### src/rtl/mem_access_ctrl_pkg.sv
// ---------------------------------------------------------------------------
// mem_access_ctrl_pkg
//   Shared definitions for the load/store sequencer that sits between the
//   core's load/store stage and the data memory.
//   Contents:
//     - RV32I funct3 encodings for loads and stores
//     - FSM state encoding
//     - default read latency of the memory
//     - helpers for request legality, store byte enables and store lanes
// ---------------------------------------------------------------------------
package mem_access_ctrl_pkg;

    localparam logic [2:0] F3_B  = 3'b000;
    localparam logic [2:0] F3_H  = 3'b001;
    localparam logic [2:0] F3_W  = 3'b010;
    localparam logic [2:0] F3_BU = 3'b100;
    localparam logic [2:0] F3_HU = 3'b101;

    localparam int DEFAULT_RD_LATENCY = 1;

    typedef enum logic [2:0] {
        ST_IDLE = 3'd0,
        ST_WR   = 3'd1,
        ST_RD   = 3'd2,
        ST_WAIT = 3'd3,
        ST_RESP = 3'd4
    } state_t;

    // Unsigned variants exist only for loads, so BU/HU stores are rejected.
    // Halfwords need an even address, words a 4-byte aligned one.
    function automatic logic req_illegal(input logic       we,
                                         input logic [2:0] funct3,
                                         input logic [1:0] byte_off);
        logic bad;
        bad = 1'b0;
        case (funct3)
            F3_B:    bad = 1'b0;
            F3_H:    bad = byte_off[0];
            F3_W:    bad = (byte_off != 2'b00);
            F3_BU:   bad = we;
            F3_HU:   bad = we | byte_off[0];
            default: bad = 1'b1;
        endcase
        return bad;
    endfunction

    function automatic logic [3:0] store_wen(input logic [2:0] funct3,
                                             input logic [1:0] byte_off);
        logic [3:0] wen;
        wen = 4'b0000;
        case (funct3)
            F3_B:    wen = 4'b0001 << byte_off;
            F3_H:    wen = 4'b0011 << byte_off;
            F3_W:    wen = 4'b1111;
            default: wen = 4'b0000;
        endcase
        return wen;
    endfunction

    // The memory picks lanes with the byte enables, so the store data is
    // simply replicated across every lane it could land in.
    function automatic logic [31:0] store_wd(input logic [2:0]  funct3,
                                             input logic [31:0] wdata);
        logic [31:0] wd;
        wd = 32'h0;
        case (funct3)
            F3_B:    wd = {4{wdata[7:0]}};
            F3_H:    wd = {2{wdata[15:0]}};
            F3_W:    wd = wdata;
            default: wd = 32'h0;
        endcase
        return wd;
    endfunction

endpackage

### src/rtl/mem_access_ctrl_load_extend.sv
// ---------------------------------------------------------------------------
// mem_access_ctrl_load_extend
//   Combinational load data alignment and extension.
//   Ports:
//     rd       in  32  raw word from memory
//     byte_off in   2  byte offset of the load inside the word
//     funct3   in   3  RV32I load funct3 (B/H/W/BU/HU)
//     data     out 32  aligned, sign/zero-extended load result
// ---------------------------------------------------------------------------
module mem_access_ctrl_load_extend
    import mem_access_ctrl_pkg::*;
(
    input  logic [31:0] rd,
    input  logic [1:0]  byte_off,
    input  logic [2:0]  funct3,
    output logic [31:0] data
);

    logic [31:0] shifted;

    // Move the addressed byte/halfword down to bit 0 before extending.
    assign shifted = rd >> {byte_off, 3'b000};

    always_comb begin
        data = 32'h0;
        case (funct3)
            F3_B:    data = {{24{shifted[7]}}, shifted[7:0]};
            F3_H:    data = {{16{shifted[15]}}, shifted[15:0]};
            F3_W:    data = shifted;
            F3_BU:   data = {24'h0, shifted[7:0]};
            F3_HU:   data = {16'h0, shifted[15:0]};
            default: data = 32'h0;
        endcase
    end

endmodule

### src/rtl/mem_access_ctrl.sv
// ---------------------------------------------------------------------------
// mem_access_ctrl
//   Sequencer between the core load/store stage and the data memory. Takes
//   one load/store per valid/ready handshake, drives word address, byte
//   enables and lane-replicated write data, waits out the memory read
//   latency and returns extended load data or an error. One transaction in
//   flight; every output is registered.
//   Ports:
//     i_clk, i_rstn                 clock, async active-low reset
//     i_req_valid/o_req_ready       request handshake
//     i_req_we/funct3/addr/wdata    request payload (latched on accept)
//     o_rsp_valid/i_rsp_ready       response handshake
//     o_rsp_rdata/o_rsp_err         response payload
//     o_mem_addr/wd/wen/ren         memory command
//     i_mem_rd                      memory read data
// ---------------------------------------------------------------------------
module mem_access_ctrl
    import mem_access_ctrl_pkg::*;
#(
    parameter int HEIGHT         = 256,
    parameter int MEM_RD_LATENCY = DEFAULT_RD_LATENCY
) (
    input  logic        i_clk,
    input  logic        i_rstn,
    input  logic        i_req_valid,
    output logic        o_req_ready,
    input  logic        i_req_we,
    input  logic [2:0]  i_req_funct3,
    input  logic [31:0] i_req_addr,
    input  logic [31:0] i_req_wdata,
    output logic        o_rsp_valid,
    input  logic        i_rsp_ready,
    output logic [31:0] o_rsp_rdata,
    output logic        o_rsp_err,
    output logic [31:0] o_mem_addr,
    output logic [31:0] o_mem_wd,
    output logic [3:0]  o_mem_wen,
    output logic        o_mem_ren,
    input  logic [31:0] i_mem_rd
);

    // 33 bits so that a memory spanning the full 4 GiB still compares correctly.
    localparam logic [32:0] ADDR_LIMIT = 33'(HEIGHT) << 2;
    localparam int          CNT_W      = (MEM_RD_LATENCY > 1) ? $clog2(MEM_RD_LATENCY) : 1;
    localparam logic [CNT_W-1:0] CNT_LAST = CNT_W'(MEM_RD_LATENCY - 1);

    state_t           state;
    logic [2:0]       funct3_q;
    logic [1:0]       off_q;
    logic [CNT_W-1:0] lat_cnt;
    logic [31:0]      load_data;
    logic             req_bad;
    logic             accept;

    assign accept  = o_req_ready & i_req_valid;
    assign req_bad = req_illegal(i_req_we, i_req_funct3, i_req_addr[1:0])
                   | ({1'b0, i_req_addr} >= ADDR_LIMIT);

    mem_access_ctrl_load_extend u_load_extend (
        .rd       (i_mem_rd),
        .byte_off (off_q),
        .funct3   (funct3_q),
        .data     (load_data)
    );

    // Single FSM with registered outputs. o_req_ready only rises on an
    // edge seen in IDLE, so it stays low for the first cycle after reset.
    // The read strobe is sampled by the memory on the edge leaving RD; WAIT
    // then lets MEM_RD_LATENCY edges pass and captures on the last of them.
    always_ff @(posedge i_clk or negedge i_rstn) begin
        if (!i_rstn) begin
            state       <= ST_IDLE;
            funct3_q    <= 3'b000;
            off_q       <= 2'b00;
            lat_cnt     <= '0;
            o_req_ready <= 1'b0;
            o_rsp_valid <= 1'b0;
            o_rsp_rdata <= 32'h0;
            o_rsp_err   <= 1'b0;
            o_mem_addr  <= 32'h0;
            o_mem_wd    <= 32'h0;
            o_mem_wen   <= 4'b0000;
            o_mem_ren   <= 1'b0;
        end else begin
            case (state)
                ST_IDLE: begin
                    if (accept) begin
                        o_req_ready <= 1'b0;
                        funct3_q    <= i_req_funct3;
                        off_q       <= i_req_addr[1:0];
                        if (req_bad) begin
                            o_rsp_valid <= 1'b1;
                            o_rsp_err   <= 1'b1;
                            o_rsp_rdata <= 32'h0;
                            state       <= ST_RESP;
                        end else if (i_req_we) begin
                            o_mem_addr <= {i_req_addr[31:2], 2'b00};
                            o_mem_wen  <= store_wen(i_req_funct3, i_req_addr[1:0]);
                            o_mem_wd   <= store_wd(i_req_funct3, i_req_wdata);
                            state      <= ST_WR;
                        end else begin
                            o_mem_addr <= {i_req_addr[31:2], 2'b00};
                            o_mem_ren  <= 1'b1;
                            state      <= ST_RD;
                        end
                    end else begin
                        o_req_ready <= 1'b1;
                    end
                end
                ST_WR: begin
                    o_mem_wen   <= 4'b0000;
                    o_rsp_valid <= 1'b1;
                    o_rsp_err   <= 1'b0;
                    o_rsp_rdata <= 32'h0;
                    state       <= ST_RESP;
                end
                ST_RD: begin
                    o_mem_ren <= 1'b0;
                    lat_cnt   <= '0;
                    state     <= ST_WAIT;
                end
                ST_WAIT: begin
                    if (lat_cnt == CNT_LAST) begin
                        o_rsp_rdata <= load_data;
                        o_rsp_err   <= 1'b0;
                        o_rsp_valid <= 1'b1;
                        state       <= ST_RESP;
                    end else begin
                        lat_cnt <= lat_cnt + 1'b1;
                    end
                end
                ST_RESP: begin
                    if (i_rsp_ready) begin
                        o_rsp_valid <= 1'b0;
                        o_rsp_rdata <= 32'h0;
                        o_rsp_err   <= 1'b0;
                        o_mem_addr  <= 32'h0;
                        o_mem_wd    <= 32'h0;
                        o_req_ready <= 1'b1;
                        state       <= ST_IDLE;
                    end
                end
                default: begin
                    state <= ST_IDLE;
                end
            endcase
        end
    end

endmodule

### config.mk
export PLATFORM = sky130hd
export DESIGN_NAME = mem_access_ctrl
export DESIGN_NICKNAME = d
export VERILOG_FILES = /design/src/rtl/mem_access_ctrl_pkg.sv /design/src/rtl/mem_access_ctrl_load_extend.sv /design/src/rtl/mem_access_ctrl.sv
export SDC_FILE = /design/constraint.sdc
export NUM_CORES = 1
export LEC_CHECK = 0
export ABC_AREA = 1
export CAP_MARGIN = 5
export CORE_MARGIN = 2
export CORE_UTILIZATION = 49
export DETAILED_ROUTE_END_ITERATION = 16
export GPL_ROUTABILITY_DRIVEN = 0
export PLACE_DENSITY_LB_ADDON = 0.3
export RECOVER_POWER = 100
export SLEW_MARGIN = 20
export SYNTH_ARGS = -nofsm -noshare
export SYNTH_HDL_FRONTEND = slang
export SYNTH_HIERARCHICAL = 1
export SYNTH_SLANG_ARGS = --single-unit
### constraint.sdc
create_clock -name i_clk -period 4.5 [get_ports i_clk]
set_clock_uncertainty 0.05 [all_clocks]
set_input_delay 0.45 -clock i_clk [delete_from_list [all_inputs] [get_ports i_clk]]
set_output_delay 0.45 -clock i_clk [all_outputs]
set_load 0.02 [all_outputs]
==> impl_metrics.json, run 1 <==
{
  "fin_crit_sh_pct": 75.15,
  "worst_pin_slew_ns": 2.530,
  "via_count": 5748,
  "core_area_um2": 11560,
  "total_leakage_power_nw": 4.489,
  "die_area_um2": 12850,
  "wl_per_cell_um": 13.79,
  "worstPathRequired_ns": 4.74,
  "irDropWorstVdd_mv": 0.4619,
  "cts_buffer_depth": 2,
  "synth.cell_area_um2": 5858,
  "drive_gt1_share_pct": 5.482,
  "die_x_um": 113.3,
  "ff_latch_area_um2": 2753,
  "arrival_ns": 3.62,
  "reg2reg_slack_ns": 1.12,
  "areaGrowthSynthToFinish_pct": 38.83,
  "p_seq_share_pct": 32.2,
  "swShare_pct": 45.96,
  "p_int_mw": 2.349,
  "reg2reg_to": "o_rsp_rdata[16]",
  "layout_commonest_cell": "nand2_1",
  "setup_viol": 0,
  "fin_util_pct": 70.32,
  "grt_overflow_total": 0,
  "status": "finished with violations",
  "drv_slew": 85,
  "yosys.area.top_type": "dfrtp_1",
  "syn_inst": 798,
  "period_needed_ns": 3.382,
  "cts_num_sinks": 110,
  "final_cell_mix": "nand2_1, dfrtp_1, dlygate4sd3_1",
  "layout.nets": 1084,
  "critPathLaunchType": "flop",
  "core.rowCount": 39,
  "diodes": 0,
  "pwr-share-comb_pct": 49.7,
  "final.fill_count": 1004,
  "crit_top_cell": "nand2_1",
  "wl_um": 15560,
  "postCtsSetupBuffers": 0,
  "path_cells": "inv_1 -> nand2_1 -> nor2_1 -> nand2_1 -> nand2_1 -> a21oi_1 -> o21ai_2 -> clkbuf_1 -> nand2_1 -> nand2_1",
  "clkTransAtPathRegs_ns": 0.08,
  "fin_tns_setup_ns": 0,
  "numPortBuffers": 205,
  "switchingPower_mw": 1.997,
  "cts_hold_buf": 0,
  "vias_per_cell": 5.096,
  "rsz0062_at_grt": "false",
  "ys_types": 33,
  "chipHeight_um": 113.3,
  "io_pins": 208,
  "r2r_cells": 10,
  "max_freq_mhz": 295.7,
  "netlist.area_leader.share_pct": 46.99,
  "multiInputGateArea_um2": 2527,
  "finalHoldViolCount": 0,
  "hp-start": "o_mem_addr[22]",
  "slowest_stage": "clkbuf_1",
  "hold_slack_ns": 0.4145,
  "endpoint_kind": "flop",
  "cts_root_buffer": "clkbuf_16",
  "yosysWarnings": 6,
  "grt_usage_pct": 24.84,
  "grt_max_degree": 65,
  "violations": "capacitance limit, slew limit",
  "power.share.clock_pct": 18.1,
  "initial_core_util_pct": 50.65,
  "cellPowerDensity_nw_per_um2": 534.4,
  "seq_area_frac_synth_pct": 46.99,
  "synth_seq_cells": 110,
  "hold_end": "o_mem_addr[22]",
  "cap_violations": 2,
  "r2r_start": "state[1]",
  "grt_first_pass_wirelength_um": 25550,
  "cts_buffers": 9,
  "synthTopCellsByArea": "dfrtp_1, nand2_1, inv_1",
  "cts_tree": "built",
  "hpwl_um": 11580,
  "drc_errors": 0,
  "cts_resized": 0,
  "clk_latency_ns": 0.35,
  "hold_depth": 2,
  "hold_path_class": "reg2reg",
  "cpPeakStageDelay_ns": 1.12,
  "antenna_found_initial": 0,
  "slew_headroom_pct": -68.63,
  "ant_nets": 0,
  "syn_area_per_cell_um2": 7.341,
  "crit_fanout": 34,
  "drt_iter0_markers": 324,
  "first_global_vias": 5353,
  "crit_type": "reg2reg",
  "dr.pass1.iters": 4,
  "ctsHtreeMaxLevel": 3
}
final cells by class:
type	instances	share of cell area, %
clock buffer	10	2.815
clock inverter	6	0.7692
inverter	80	3.754
multi-input combinational	569	31.08
sequential	110	33.85
tap	143	2.200
timing repair buffer	210	25.54
registers in the layout (all words and copies together), names as in the netlist, 2 cells and up:
| name | flops |
|---|---|
| funct3_q | 3 |
| o_mem_addr | 30 |
| o_mem_wd | 32 |
| o_mem_wen | 4 |
| o_rsp_rdata | 32 |
| off_q | 2 |
| state | 3 |
per-layer routing:
layer  vias up  part of all wire, %  track usage [%]  wire, um
met1      2634                   40            30.10      6290
met2       205                   50            42.99      7764
met5         -                    0                0         0
met3        27                  7.4            6.802      1156
li1       2882                    -                -         -
met4         0                  2.2            8.130       348
worst max-delay path, delay by kind of cell, from the launching register on:
kind                   cells  cell delay (ns)
AOI/OAI and AO/OA          2             0.12
buffers and inverters      2             1.26
and+or+nand+nor            6             1.49
DFF                        1             0.36
worst max path at each step:
stage | slack [ns] | end | start | cells past startpoint
finish | 1.12 | o_rsp_rdata[16] | state[1] | 10
global route | 0.74 | o_rsp_rdata[25] | state[1] | 10
CTS | 1.58 | o_mem_addr[5] | i_req_addr[29] | 11
detailed placement | 1.21 | o_mem_addr[12] | i_req_addr[28] | 11
global placement | 1.35 | o_mem_addr[3] | i_req_addr[29] | 11
floorplan | 2.84 | o_mem_addr[2] | i_req_addr[23] | 11
kinds of logic after synthesis:
logic type | share of synthesized area [%]
simple gates | 34.69
buf+inv | 9.804
flops | 46.99
compound gates | 8.458
other cells | 0.06401
Yosys cell counts, drive strengths merged:
cell    instances
clkinv          2
nor3           10
a21boi          2
inv            78
conb            1
or2             1
o21ai          69
o22ai           8
nand3          56
clkbuf          9
a21oi          14
nand2         327
dfrtp         110
and3            1
buf            31
nand4          15
nor2           64
stage by stage:
step	cell area (um^2)	setup slack, ns	total power, mW	instances
2_1_floorplan	5862	2.840	3.028	799
3_3_place_gp	7861	1.351	3.655	1112
3_5_place_dp	7861	1.210	3.686	1112
4_1_cts	8153	1.579	4.485	1128
5_1_grt	8133	0.7403	4.670	1128
6_report	8133	1.118	4.346	1128
power by group through the flow:
stage	Clock (mW)	Combinational [mW]	Sequential, mW
2_1_floorplan	0	1.43	1.60
3_3_place_gp	0	2.23	1.43
3_5_place_dp	0	2.26	1.43
4_1_cts	0.799	2.27	1.41
5_1_grt	0.854	2.38	1.43
6_report	0.786	2.16	1.40
No activity file was read; power rests on OpenSTA's default activity.
==> run 2, diff against run 1 <==
CORE_UTILIZATION = 41   (was 49)
clock period = 2.8 ns   (was 4.5 ns; I/O delays follow)
==> impl_metrics.json, run 2 (synthesized netlist as in run 1, its figures left out) <==
{
  "period_needed_ns": 2.307,
  "worstPathRequired_ns": 3.01,
  "irDropWorstVdd_mv": 0.4780,
  "setup_viol": 0,
  "initial_core_util_pct": 42.04,
  "r2r_cells": 9,
  "slowest_stage": "a21boi_0",
  "hold_path_class": "reg2reg",
  "total_power_mw": 7.172,
  "first_global_vias": 5294,
  "chipHeight_um": 123.5,
  "cts_tree": "built",
  "numPortBuffers": 205,
  "layout_commonest_cell": "nand2_1",
  "cts_buffers": 9,
  "via_count": 5716,
  "hold_depth": 2,
  "cts_num_sinks": 110,
  "wl_met2_um": 7969,
  "final_cell_area_um2": 8280,
  "grt_max_degree": 50,
  "cpPeakStageDelay_ns": 0.42,
  "drive_gt1_share_pct": 6.338,
  "hp-start": "o_mem_addr[22]",
  "highest_layer": "met4",
  "hold_end": "o_mem_addr[22]",
  "drt_iter0_markers": 478,
  "wl_um": 16240,
  "total_leakage_power_nw": 4.538,
  "rsz0062_at_grt": "false",
  "io_pins": 208,
  "layout.nets": 1093,
  "wl_met1_um": 6989,
  "finalHoldViolCount": 0,
  "crit_fanout": 44,
  "critPathLaunchType": "flop",
  "drv_slew": 0,
  "max_freq_mhz": 433.5,
  "cts_buffer_depth": 2,
  "hold_slack_ns": 0.4108,
  "endpoint_kind": "flop",
  "core.rowCount": 43,
  "ant_nets": 0,
  "grt_first_pass_wirelength_um": 26280,
  "crit_type": "reg2reg",
  "place_area_um2": 7993,
  "clk_latency_ns": 0.34,
  "grt_overflow_total": 0,
  "reg2reg_to": "o_mem_wd[14]",
  "cap_violations": 0,
  "dr.pass1.iters": 5,
  "cellPowerDensity_nw_per_um2": 866.2,
  "fin_crit_sh_pct": 82.39,
  "core_area_um2": 13930,
  "drc_errors": 0,
  "fin_tns_setup_ns": 0,
  "path_cells": "inv_1 -> nand2_1 -> nor2_1 -> nand3_1 -> clkbuf_1 -> a21boi_0 -> nand2_4 -> buf_12 -> o21ai_0",
  "r2r_start": "state[1]",
  "areaGrowthSynthToFinish_pct": 41.35,
  "die_x_um": 123.5,
  "final_cell_mix": "nand2_1, dfrtp_1, dlygate4sd3_1",
  "vias_per_cell": 4.869,
  "cts_root_buffer": "clkbuf_16",
  "diodes": 0,
  "dr_wl_met3_um": 970,
  "die_area_um2": 15260,
  "slew_headroom_pct": 34.26,
  "status": "finished, final reports clean",
  "antenna_found_initial": 0,
  "wl_per_cell_um": 13.83,
  "worst_pin_slew_ns": 0.9861,
  "grt_usage_pct": 22.03,
  "hpwl_um": 12390,
  "reg2reg_slack_ns": 0.49,
  "cp-startpoint": "state[1]",
  "clkTransAtPathRegs_ns": 0.08,
  "largestRegisters": "o_mem_wd x32, o_rsp_rdata x32, o_mem_addr x30",
  "ctsHtreeMaxLevel": 3,
  "arrival_ns": 2.51
}
run 2: cell types whose count changed in the layout (fill, tap and decap cells not counted), sizes merged:
cell and change:
inv -1, buf +7, clkinv +1, clkinvlp +1, dlygate4sd3 +1
run 2: area by class of cell:
class / count / area, um^2
clock buffer: 9 / 225.2
clock inverter: 7 / 72.57
fill: 1286 / 5654
inverter: 80 / 305.3
multi-input combinational: 569 / 2530
sequential: 110 / 2753
tap: 180 / 225.2
timing repair buffer: 219 / 2170
run 2: metal layers:
metal	vias to the layer above	global-route usage (%)
met5	-	0
met1	2607	28.96
met4	0	7.244
met3	23	3.921
li1	2886	-
met2	200	36.78
run 2: where the power goes:
group | switching [mW] | internal (mW) | leakage (nW)
Sequential | 0.241 | 1.95 | 1.49
Combinational | 2.41 | 1.30 | 2.90
Clock | 0.641 | 0.633 | 0.143
Total | 3.29 | 3.88 | 4.54
run 2: through the flow:
stage,cells,setup slack [ns],utilization (%)
after global placement,1157,0.5098,57.36
final,1174,0.4932,59.42
after floorplan,799,1.166,-
after CTS,1174,0.6761,59.57
after global routing,1174,0.2649,59.42
after detailed placement,1157,0.4349,57.36
run 2: timing repair:
| item | in CTS | in global routing |
|---|---|---|
| gates resized for setup | 0 | 0 |
| setup buffers | 0 | 0 |
| hold buffers | 1 | 0 |
| endpoints found under the hold margin | 38 | 0 |
run 2: worst max-delay path by stage:
stage,to
3_5_place_dp,o_mem_wd[14]
6_report,o_mem_wd[14]
5_1_grt,o_mem_wd[14]
2_1_floorplan,o_mem_wd[24]
3_3_place_gp,o_mem_wd[31]
4_1_cts,o_mem_wd[14]
run 2: critical path, delay by kind of cell, from the launching register on:
kind	cells	cell delay, ns
AO/OA/AOI/OAI	2	0.62
buffers and inverters	3	0.59
flip-flops	1	0.36
AND/OR/NAND/NOR	4	0.60
